## config.mk

```make
export PLATFORM = sky130hd
export DESIGN_NAME = bilinear_coord_gen
export DESIGN_NICKNAME = d
export VERILOG_FILES = /design/src/rtl/bilinear_coord_gen.sv
export SDC_FILE = /design/constraint.sdc
export NUM_CORES = 1
export LEC_CHECK = 0
export BUFFER_PORTS_ARGS = -buffer_cell sky130_fd_sc_hd__clkbuf_2
export CELL_PAD_IN_SITES_DETAIL_PLACEMENT = 1
export CELL_PAD_IN_SITES_GLOBAL_PLACEMENT = 1
export CORE_ASPECT_RATIO = 0.7
export CORE_UTILIZATION = 48
export CTS_CLUSTER_DIAMETER = 60
export DETAILED_ROUTE_END_ITERATION = 10
export GPL_TIMING_DRIVEN = 0
export PLACE_DENSITY = 0.93
export SYNTH_ARGS = -nofsm -noshare
export SYNTH_HDL_FRONTEND = slang
export SYNTH_SLANG_ARGS = --single-unit
```

## constraint.sdc

```tcl
create_clock -name vin_clk -period 10.3 [get_ports vin_clk]
set_clock_uncertainty 0.15 [all_clocks]
set_input_delay 2.06 -clock vin_clk [delete_from_list [all_inputs] [get_ports vin_clk]]
set_output_delay 2.06 -clock vin_clk [all_outputs]
set_load 0.005 [all_outputs]
```

## src/rtl/bilinear_coord_gen.sv

```systemverilog
// bilinear_coord_gen: walks the destination raster in Q12.16 source space.
// For each destination pixel it issues the two source column addresses to
// the line buffer and delays the bilinear weights by the line-buffer read
// latency, so the interpolator sees weights and pixels on the same cycle.
module bilinear_coord_gen #(
    parameter int SRC_W  = 640,
    parameter int SRC_H  = 480,
    parameter int DST_W  = 320,
    parameter int DST_H  = 240,
    parameter int RD_LAT = 2
) (
    input  logic        vin_clk,
    input  logic        rst,
    input  logic        frame_sync_n,
    input  logic        frame_start,
    input  logic [27:0] x_step,
    input  logic [27:0] y_step,
    input  logic        line_ready,
    output logic [11:0] req_row,
    output logic        rd_en,
    output logic [11:0] rd_addr_x0,
    output logic [11:0] rd_addr_x1,
    output logic        coo_valid,
    output logic [16:0] coefficient1,
    output logic [16:0] coefficient2,
    output logic [16:0] coefficient3,
    output logic [16:0] coefficient4,
    output logic        busy,
    output logic        frame_done
);

    localparam logic [11:0] SRC_W_M1 = 12'(SRC_W - 1);
    localparam logic [11:0] SRC_H_M1 = 12'(SRC_H - 1);
    localparam logic [11:0] DST_W_C  = 12'(DST_W);
    localparam logic [11:0] DST_W_M1 = 12'(DST_W - 1);
    localparam logic [11:0] DST_H_M1 = 12'(DST_H - 1);
    localparam logic [16:0] ONE      = 17'h10000;

    typedef enum logic [1:0] {IDLE, WAIT_LINE, RUN, ROW_END} state_t;

    // One entry of the weight delay line.
    typedef struct packed {
        logic        vld;
        logic [16:0] c1;
        logic [16:0] c2;
        logic [16:0] c3;
        logic [16:0] c4;
        logic        last;
    } wt_t;

    state_t      state;
    logic [27:0] xs, ys, x_acc, y_acc;
    logic [11:0] ox, oy;
    logic        kill, issue, x_clamp, y_clamp;
    logic [11:0] x_int, x0, x1;
    logic [15:0] fx, fy;
    wt_t         iss_wt;
    wt_t         wt_pipe [RD_LAT:0];

    // Integer row clamped into the source image.
    function automatic logic [11:0] clamp_row(input logic [27:0] acc);
        return (acc[27:16] > SRC_H_M1) ? SRC_H_M1 : acc[27:16];
    endfunction

    assign kill = rst || !frame_sync_n;
    assign busy = (state != IDLE);

    // Issue-cycle address and weight math; the first pixel of a row is
    // issued on the same edge that leaves WAIT_LINE so rd_en stays registered.
    always_comb begin
        issue   = ((state == WAIT_LINE) && line_ready) ||
                  ((state == RUN) && (ox != DST_W_C));
        x_int   = x_acc[27:16];
        x_clamp = (x_int > SRC_W_M1);
        x0      = x_clamp ? SRC_W_M1 : x_int;
        x1      = (x0 == SRC_W_M1) ? SRC_W_M1 : x0 + 12'd1;
        fx      = x_clamp ? 16'd0 : x_acc[15:0];
        y_clamp = (y_acc[27:16] > SRC_H_M1);
        fy      = y_clamp ? 16'd0 : y_acc[15:0];
        iss_wt.vld  = issue;
        iss_wt.c1   = ONE - {1'b0, fx};
        iss_wt.c2   = {1'b0, fx};
        iss_wt.c3   = ONE - {1'b0, fy};
        iss_wt.c4   = {1'b0, fy};
        iss_wt.last = issue && (ox == DST_W_M1) && (oy == DST_H_M1);
    end

    // Frame FSM, accumulators and registered read-address outputs.
    always_ff @(posedge vin_clk) begin
        if (kill) begin
            state      <= IDLE;
            xs         <= '0;
            ys         <= '0;
            x_acc      <= '0;
            y_acc      <= '0;
            ox         <= '0;
            oy         <= '0;
            req_row    <= '0;
            rd_en      <= 1'b0;
            rd_addr_x0 <= '0;
            rd_addr_x1 <= '0;
        end else begin
            case (state)
                IDLE: if (frame_start) begin
                    xs      <= x_step;
                    ys      <= y_step;
                    x_acc   <= '0;
                    y_acc   <= '0;
                    ox      <= '0;
                    oy      <= '0;
                    req_row <= '0;
                    state   <= WAIT_LINE;
                end
                WAIT_LINE: if (line_ready) state <= RUN;
                RUN: if (ox == DST_W_C) state <= ROW_END;
                ROW_END: begin
                    y_acc <= y_acc + ys;
                    oy    <= oy + 12'd1;
                    x_acc <= '0;
                    ox    <= '0;
                    if (oy == DST_H_M1) begin
                        state <= IDLE;
                    end else begin
                        state   <= WAIT_LINE;
                        req_row <= clamp_row(y_acc + ys);
                    end
                end
                default: state <= IDLE;
            endcase
            rd_en <= issue;
            if (issue) begin
                x_acc      <= x_acc + xs;
                ox         <= ox + 12'd1;
                rd_addr_x0 <= x0;
                rd_addr_x1 <= x1;
            end
        end
    end

    // Weight delay line: stage 0 lines up with rd_en, stage RD_LAT with the data.
    always_ff @(posedge vin_clk) begin
        if (kill) begin
            for (int i = 0; i <= RD_LAT; i++) wt_pipe[i] <= '0;
        end else begin
            wt_pipe[0] <= issue ? iss_wt : '0;
            for (int i = 1; i <= RD_LAT; i++) wt_pipe[i] <= wt_pipe[i-1];
        end
    end

    assign coo_valid    = wt_pipe[RD_LAT].vld;
    assign coefficient1 = wt_pipe[RD_LAT].c1;
    assign coefficient2 = wt_pipe[RD_LAT].c2;
    assign coefficient3 = wt_pipe[RD_LAT].c3;
    assign coefficient4 = wt_pipe[RD_LAT].c4;
    assign frame_done   = wt_pipe[RD_LAT].last;

endmodule

```

Yosys cells after proc, flatten, opt, wreduce, memory -nomap -nowiden. Memories as Yosys holds them, arrays and structs flattened. Index checks and enable logic that the tools add are counted.

Mux-type cells: 27. Order comparisons: 3. Equal/unequal tests: 13. Add/subtract/negate cells: 7. Reductions and logical operators: 16. Bitwise logic cells: 3.

Operators by type and width (number): 70-bit 2-to-1 mux (4); 28-bit case mux with 2 select lines (2); 12-bit 2-to-1 mux (6); 12-bit case mux with 2 select lines (3); 28-bit adder (2); 28-bit 2-to-1 mux (2); 12-bit by 1-bit adder with 12-bit output, second input constant (3); 17-bit by 16-bit subtractor with 17-bit output, first input constant (2); 16-bit 2-to-1 mux (2); 12-bit by 9-bit equality test with 1-bit output, second input constant (2); 12-bit by 9-bit greater-than comparator with 1-bit output, second input constant (2); 12-bit by 10-bit equality test with 1-bit output, second input constant (1); 12-bit by 8-bit equality test with 1-bit output, second input constant (1); 12-bit by 10-bit greater-than comparator with 1-bit output, second input constant (1); 12-bit by 9-bit inequality test with 1-bit output, second input constant (1); 2-bit case mux with 4 select lines (1); 2-bit 2-to-1 mux (3); 2-bit inequality test, second input constant (3); 2-bit AND reduction (3); 3-bit AND reduction (2); 2-bit equality test, second input constant (2); 1-bit logical AND (4); 1-bit 2-to-1 mux (4); 2-bit nonzero test (2); other kinds (8) (11).

Register bits: 175. Input bits: 61. Logic and storage cells: 81. Memories: 1. Output and inout port bits: 108. Memory bits (writable): 210.

Memories: wt_pipe (depth 3, bits a word 70, read ports 3, clocked after memory_dff 0, wr ports 3, line 58) `wt_t wt_pipe [RD_LAT:0];`.

Longest topological paths before layout. Gate-level depths: netlist of run 1.

Depth in word-level cells: 7. Mapped depth: 13. Gate-level depth less buffers: 11.

Worst setup path after synthesis of run 1. Ideal clock, no wire load.

Path kind: input to register. Start: input port frame_start. End: register x_acc[27]. Arrival: 3.299 ns. Path buffers: 1. Cell stages on the path: 6. Slack: 6.772 ns. Cells stage by stage: nand2_1 -> o21ai_1 -> nor3_1 -> clkbuf_1 -> nand2_1 -> o211ai_1.

Cells in the longest elaborated chain, start to end: 2.

RTL lines: from (decl) (line 15) `input logic frame_start,`; 3-bit inequality test (no source line); 2-bit AND reduction (no source line); to (signal assigned) (line 132) `x_acc <= x_acc + xs;`; to (decl) (line 52) `logic [27:0] xs, ys, x_acc, y_acc;`.

Every way passes these cells. A chain may end at the register's enable or synchronous reset.

Worst setup path after layout of run 1.
Start: input port rst. End: register y_acc[17].

Cells in the longest elaborated chain, start to end: 1.

RTL lines: from (decl) (line 13) `input logic rst,`; 1-bit logical OR (line 65) `assign kill = rst || !frame_sync_n;`; to (signal assigned) (line 117) `y_acc <= y_acc + ys;`; to (decl) (line 52).

Every way passes these cells.

==> metrics.yaml, run 1 <==
status: "completed"
crit_type: "in -> reg"
whs_ns: 0.273
ant_nets: 0
internal_power_mw: 2.29
reg2reg_from: "y_acc[0]"
viasPerCell: 5.56
regToRegSetupSlack_ns: 6.41
p_switching_mw: 0.694
wirelength_um: 47700
grt_pass1_vias: 13800
crit_chain: "clkbuf_2 -> nand2b_1 -> clkbuf_1 -> clkbuf_1 -> clkbuf_1 -> nor2_1"
r2r_end: "req_row[0]"
async_flop_share_pct: 0
cts_max_level: 2
cts-root-buf: "clkbuf_16"
rsz0062_at_grt: "false"
numClockSinks: 372
holdPathStages: 1
yosys_most_used_dff: "dfxtp_1"
area_delta_synth_final_pct: 16.7
synthMuxAreaShare_pct: 0.128
cp-startpoint: "rst"
slew_violations: 0
p_seq_share_pct: 48.8
setup_ws_ns: 6.33
leakagePower_nw: 7.89
cp-end-kind: "flip-flop"
crit_top_cell: "clkbuf_1"
drive_above_1_share_pct: 16.3
dpl-instance-area_mm2: 0.0170
cts_buffers: 37
nNetsFinal: 2078
max_stage_delay_ns: 0.63
drtIter0Drc: 872
grt_usage_pct: 28.5
rows: 54
start_kind: "primary input"
cellPowerDensity_mw_per_mm2: 164
vias: 13300
hold_buffers: 0
place_ws_ns: 5.63
clk_pin_slew_ns: 0.07
fin_cells: 2394
synth_fa_ha_area_share_pct: 5.39
netlist_area_mm2: 0.0156
cpMaxStageDelayCell: "clkbuf_1"
place_congestion: 0.901
seq_area_frac_synth_pct: 47.7
cts.repair.resized: 0
cp.arrival_ns: 4.20
fillers: 3712
insertion_delay_ns: 0.55
cts_setup_buffers: 0
grt_max_degree: 17
yosys.area_share.xor_xnor_pct: 4.38
syn_inst: 1745
dp.final_hpwl_um: 34800
yosysWarningCount: 0
worst_pin_slew_ns: 0.893
post-place-cells: 2332
core_mm2: 0.0316
grt_overflow: 0
diodes: 0
synth_edf_count: 0
irDropWorstVdd_mv: 0.0900
synth_top_family_by_area: "simple AND/OR/NAND/NOR gates"
p_clk_share_pct: 46.5
grt_pass1_wl_um: 74800
setup_violations: 0
fin_util_pct: 57.7
fp.dieW_um: 218
final_cell_area_mm2: 0.0182
crit_path_max_fanout: 10
max_freq_ghz: 0.252
maxSlewHeadroom_pct: 40.1
drv_cap: 0
synth_area_per_cell_um2: 8.94
cp_data_required_time_ns: 10.54
initial_utilization_pct: 49.5
ios: 169
wl_per_cell_um: 19.9
synth.distinct_cells: 77
power_mw: 2.99
antenna_found_initial: 4
finalCritPeriodShare_pct: 38.5
setup_tns_ns: 0
cts_tree: "done"
dieHeight_um: 153
synth-simple-area-share_pct: 20.9
power_frac_comb_pct: 4.8
first_pass_iters: 5
endpoint: "y_acc[17]"
dieArea_mm2: 0.0332
hold_viol_final: 0
synth-compound-area-share_pct: 15.2
portBuffers: 166
hold_path.class: "reg -> reg"
drc: 0
r2r_cells: 11
finalCriticalPeriod_ns: 3.97
switching_share_pct: 23.2
cts_buffer_depth: 3
ys_ff_latch: 372
-- how the worst min path moves through the flow --
stage / start / endpoint / slack, ns
2_1_floorplan: wt_pipe[0][30] / wt_pipe[0][100] / 0.26
5_1_grt: wt_pipe[0][83] / wt_pipe[0][153] / 0.28
3_5_place_dp: wt_pipe[0][16] / wt_pipe[0][86] / 0.26
3_3_place_gp: wt_pipe[0][0] / wt_pipe[0][70] / 0.26
6_report: wt_pipe[0][4] / wt_pipe[0][74] / 0.27
4_1_cts: wt_pipe[0][0] / wt_pipe[0][70] / 0.27
-- cells by family (layout without fill, tap and decap cells) --
logic type                 count (synthesis)  in the layout
AOI/OAI and AO/OA                        382            382
buffers and inverters                    179            407
and+or+nand+nor                          665            665
adders and majority gates                 66             66
other                                      1              2
xor gates and xnor gates                  78             78
muxes                                      2              2
DFF                                      372            372
-- cell usage in the layout (no fill, tap or decap), types with 5 or more instances in the layout --
cell type  instances
o21ai_1            5
xnor2_1           38
nand4_1           13
clkbuf_2         166
nor2_1           128
nor2b_1            6
a22oi_1           26
or3_1              8
o211ai_1           6
nand2b_1           7
a21o_1            16
nand3_1           35
clkbuf_16         38
nand2_1          220
nor3_1            24
buf_4             71
xor2_1            40
o21bai_1          13
ha_1              64
inv_1             25
dfxtp_1          372
nor4_1             8
a221oi_1           5
clkbuf_1          77
o21a_1             6
and3_1            55
a21oi_1          154
and2_1           138
clkinv_2           5
a211oi_1          10
o21ai_0           86
a31oi_1            9
-- cells in the mapped netlist (3+ instances only) --
master,instances,area [um2]
dfxtp_1,372,7450
nand2_1,220,826
a21oi_1,154,771
and2_1,138,863
nor2_1,128,480
o21ai_0,86,430
clkbuf_1,73,274
buf_4,71,533
ha_1,64,801
and3_1,55,344
xor2_1,40,350
xnor2_1,38,333
nand3_1,35,175
a22oi_1,26,195
inv_1,25,93.8
nor3_1,25,125
a21o_1,16,120
nand4_1,13,81.3
o21bai_1,13,97.6
a211oi_1,10,75.1
a31oi_1,9,56.3
nor4_1,8,50.1
or3_1,8,50.1
nand2b_1,7,43.8
nor2b_1,6,37.5
o211ai_1,6,45.0
o21a_1,6,45.0
a221oi_1,5,43.8
o21ai_1,5,25.0
a22o_1,4,35.0
a311oi_1,4,35.0
buf_1,4,15.0
nor3b_1,4,30.0
a21o_2,3,26.3
a32oi_1,3,26.3
and4_1,3,26.3
buf_2,3,15.0
nand4b_1,3,26.3
o2111ai_1,3,26.3
o31ai_1,3,22.5
-- worst max-delay path: cells and delay by family --
family,cells,cell delay (ns)
and+or+nand+nor,2,0.28
buffers and inverters,4,1.85
-- cell type report --
type | count | area (um2) | area share [%]
clock inverters | 17 | 231 | 1.27
repair buffers | 166 | 831 | 4.56
inverters | 25 | 93.8 | 0.515
multi-input cells | 1195 | 7190 | 39.5
well taps | 420 | 526 | 2.89
flip-flops and latches | 372 | 7450 | 40.9
clock buffers | 45 | 1010 | 5.53
plain buffers | 154 | 887 | 4.87
-- power by group through the flow --
| stage | registers, mW | clock network, mW | logic (mW) |
|---|---|---|---|
| detailed placement | 1.49 | 0 | 0.138 |
| floorplan | 1.49 | 0 | 0.0821 |
| CTS | 1.46 | 1.41 | 0.141 |
| global placement | 1.49 | 0 | 0.131 |
| global route | 1.46 | 1.47 | 0.154 |
| finish | 1.46 | 1.39 | 0.142 |
-- metal layers --
metal  vias to the layer above  GRT usage, %  routed length, um
li1                       6313             -                  -
met1                      6437          37.9              21000
met2                       453          47.1              22100
met3                       111          4.40               3200
met4                         0          9.32               1360
met5                         -             0                  0
-- sequential cells by signal (all words and copies together), names as in the netlist --
signal	count
oy	12
req_row	12
rd_addr_x0	12
ys	28
xs	28
ox	12
wt_pipe	198
x_acc	28
state	2
rd_addr_x1	12
y_acc	28
(Power assumes the default switching activity.)
==> inputs of run 2 (changes only) <==
--- a/config.mk
+++ b/config.mk
@@ -9,11 +9,11 @@
 export CELL_PAD_IN_SITES_DETAIL_PLACEMENT = 1
 export CELL_PAD_IN_SITES_GLOBAL_PLACEMENT = 1
 export CORE_ASPECT_RATIO = 0.7
-export CORE_UTILIZATION = 48
+export CORE_UTILIZATION = 40
 export CTS_CLUSTER_DIAMETER = 60
 export DETAILED_ROUTE_END_ITERATION = 10
 export GPL_TIMING_DRIVEN = 0
-export PLACE_DENSITY = 0.93
+export PLACE_DENSITY = 0.84
 export SYNTH_ARGS = -nofsm -noshare
 export SYNTH_HDL_FRONTEND = slang
 export SYNTH_SLANG_ARGS = --single-unit
==> constraint.sdc (replaced) <==
create_clock -name vin_clk -period 3.3 [get_ports vin_clk]
set_clock_uncertainty 0.15 [all_clocks]
set_input_delay 0.66 -clock vin_clk [delete_from_list [all_inputs] [get_ports vin_clk]]
set_output_delay 0.66 -clock vin_clk [all_outputs]
set_load 0.005 [all_outputs]
==> run 2 against run 1 <==
The flow now finishes with violations (setup timing). Worst setup slack got worse by 6.4 ns. Count of clock-buffer cells in the layout rose by 6. Combinational power increased to 3.2 times the previous value. Highest routed layer unchanged.
==> metrics.yaml, run 2 (same netlist as run 1, synthesis figures left out) <==
drtIter0Drc: 712  # was 872
fin_util_pct: 48.6  # was 57.7%
crit_path_max_fanout: 8  # was 10
power_mw: 9.41  # was 2.99 mW
rows: 60  # was 54
layout.cells.most_common: "dfxtp_1"  # unchanged
register_area_mm2: 0.00748  # was 0.00745 mm2
finalCriticalPeriod_ns: 3.41
cts_tree: "done"  # unchanged
reg2reg_from: "y_acc[12]"  # was y_acc[0]
core_mm2: 0.0384  # was 0.0316 mm2
cpMaxStageDelayCell: "dfxtp_4"  # was clkbuf_1
grt_overflow: 0  # unchanged
dpl-instance-area_mm2: 0.0171  # was 0.0170 mm2
cp-end-kind: "flip-flop"  # unchanged
cp.arrival_ns: 3.66  # was 4.20 ns
clk_pin_slew_ns: 0.06  # was 0.07 ns
crit_type: "reg -> reg"  # was in -> reg
first_pass_iters: 6  # was 5
final_cell_mix: "dfxtp_1 (361), nand2_1 (220), clkbuf_2 (167), a21oi_1 (154), and2_1 (138)"  # was dfxtp_1 (372), nand2_1 (220), clkbuf_2 (166), a21oi_1 (154), and2_1 (138)
maxSlewHeadroom_pct: 35.1  # was 40.1%
max_freq_ghz: 0.294
dp.final_hpwl_um: 34600  # was 34800 um
cellPowerDensity_mw_per_mm2: 504  # was 164 mW/mm2
cp-startpoint: "y_acc[12]"  # was rst
setup_violations: 6  # was 0
portBuffers: 166  # unchanged
dieHeight_um: 167  # was 153 um
ios: 169  # unchanged
irDropWorstVdd_mv: 0.357  # was 0.0900 mV
drv_cap: 0  # unchanged
dieArea_mm2: 0.0398  # was 0.0332 mm2
ant_nets: 0  # unchanged
endpoint: "req_row[1]"  # was y_acc[17]
grt_usage_pct: 23.7  # was 28.5%
crit_chain: "ha_1 -> buf_4 -> and4_4 -> nand4_1 -> or3_4 -> o21a_2 -> o31a_2 -> xnor2_2 -> a211o_4 -> a41oi_4 -> a221oi_2"  # was clkbuf_2 -> nand2b_1 -> clkbuf_1 -> clkbuf_1 -> clkbuf_1 -> nor2_1
fillers: 4520  # was 3712
place_congestion: 0.919  # was 0.901
max_stage_delay_ns: 0.39  # was 0.63 ns
drc: 0  # unchanged
vias: 13200  # was 13300
numClockSinks: 372  # unchanged
fp.dieW_um: 238  # was 218 um
setup_ws_ns: -0.106  # was 6.33 ns
grt_pass1_vias: 13700  # was 13800
worst_pin_slew_ns: 0.964  # was 0.893 ns
hold_path.class: "in -> reg"  # was reg -> reg
grt_pass1_wl_um: 75000  # was 74800 um
place_ws_ns: -0.516  # was 5.63 ns
finalCritPeriodShare_pct: 103
fin_cells: 2518  # was 2394
rsz0062_at_grt: "true"  # was false
setup_tns_ns: -0.542  # was 0 ns
multiInputGateArea_mm2: 0.00738  # was 0.00719 mm2
insertion_delay_ns: 0.57  # was 0.55 ns
crit_family: "compound AO/OA/AOI/OAI gates"  # was buffers and inverters
crit_cells: 11  # was 6
cts_buffers: 39  # was 37
wl_per_cell_um: 18.8  # was 19.9 um
r2r_end: "req_row[1]"  # was req_row[0]
initial_utilization_pct: 40.6  # was 49.5%
cts-root-buf: "clkbuf_16"  # unchanged
hold_buffers: 0  # unchanged
antenna_found_initial: 0  # was 4
cp_data_required_time_ns: 3.55  # was 10.54 ns
hold_viol_final: 0  # unchanged
violations: "setup timing"
status: "finished with violations"  # was completed
start_kind: "flip-flop"  # was primary input
cts_buffer_depth: 3  # unchanged
cts_max_level: 2  # unchanged
largest_register_ffs: 198  # unchanged
critPathBufInv: 1  # was 4
grt_max_degree: 16  # was 17
area_delta_synth_final_pct: 19.7  # was 16.7%
r2r_cells: 11  # unchanged
wirelength_um: 47400  # was 47700 um
final_cell_area_mm2: 0.0187  # was 0.0182 mm2
regToRegSetupSlack_ns: -0.11  # was 6.41 ns
drive_above_1_share_pct: 18.7  # was 16.3%
leakagePower_nw: 7.98  # was 7.89 nW
post-place-cells: 2439  # was 2332
slew_violations: 0  # unchanged
diodes: 0  # unchanged
whs_ns: 0.165  # was 0.273 ns
viasPerCell: 5.22  # was 5.56
nNetsFinal: 2089  # was 2078
top_register: "wt_pipe"  # unchanged
## run 2: final cells by class
cell class | instances | share of cell area, %
Inverter | 25 | 0.503
Buffer | 153 | 4.76
Timing Repair Buffer | 176 | 4.85
Sequential cell | 372 | 40.0
Clock inverter | 19 | 1.07
Clock buffer | 51 | 5.74
Tap cell | 527 | 3.53
Multi-Input combinational cell | 1195 | 39.5
## run 2: how the worst min path moves through the flow
stage / endpoint / startpoint / depth (start not counted)
after global routing: ys[12] / y_step[12] / 3
after CTS: ys[22] / y_step[22] / 3
after detailed placement: wt_pipe[0][164] / wt_pipe[0][94] / 1
after floorplan: wt_pipe[0][100] / wt_pipe[0][30] / 1
after global placement: wt_pipe[0][104] / wt_pipe[0][34] / 1
final: ys[20] / y_step[20] / 3
## run 2: power breakdown
part / internal [mW] / switching [mW]
logic: 0.133 / 0.319
clock network: 2.49 / 1.93
registers: 4.52 / 0.0262
## run 2: per-layer routing
metal	vias to the layer above	part of all wire [%]	global-route usage [%]
met4	0	2.9	7.61
met3	86	6.1	4.70
li1	6352	-	-
met5	-	0	0
met2	327	45	38.2
met1	6391	46	31.8
## run 2: worst register-to-register path: stages (launching register included)
cell and delay, ns:
dfxtp_4 0.39, ha_1 0.29, buf_4 0.15, and4_4 0.24, nand4_1 0.11, or3_4 0.35
o21a_2 0.23, o31a_2 0.38, xnor2_2 0.17, a211o_4 0.35, a41oi_4 0.33, a221oi_2 0.11
## run 2: repair_timing
item | 4_1_cts | 5_1_grt
endpoints found under the setup margin | 12 | 16
pin swaps | 17 | 15
buffers inserted | 8 | 2
resized for setup | 37 | 17
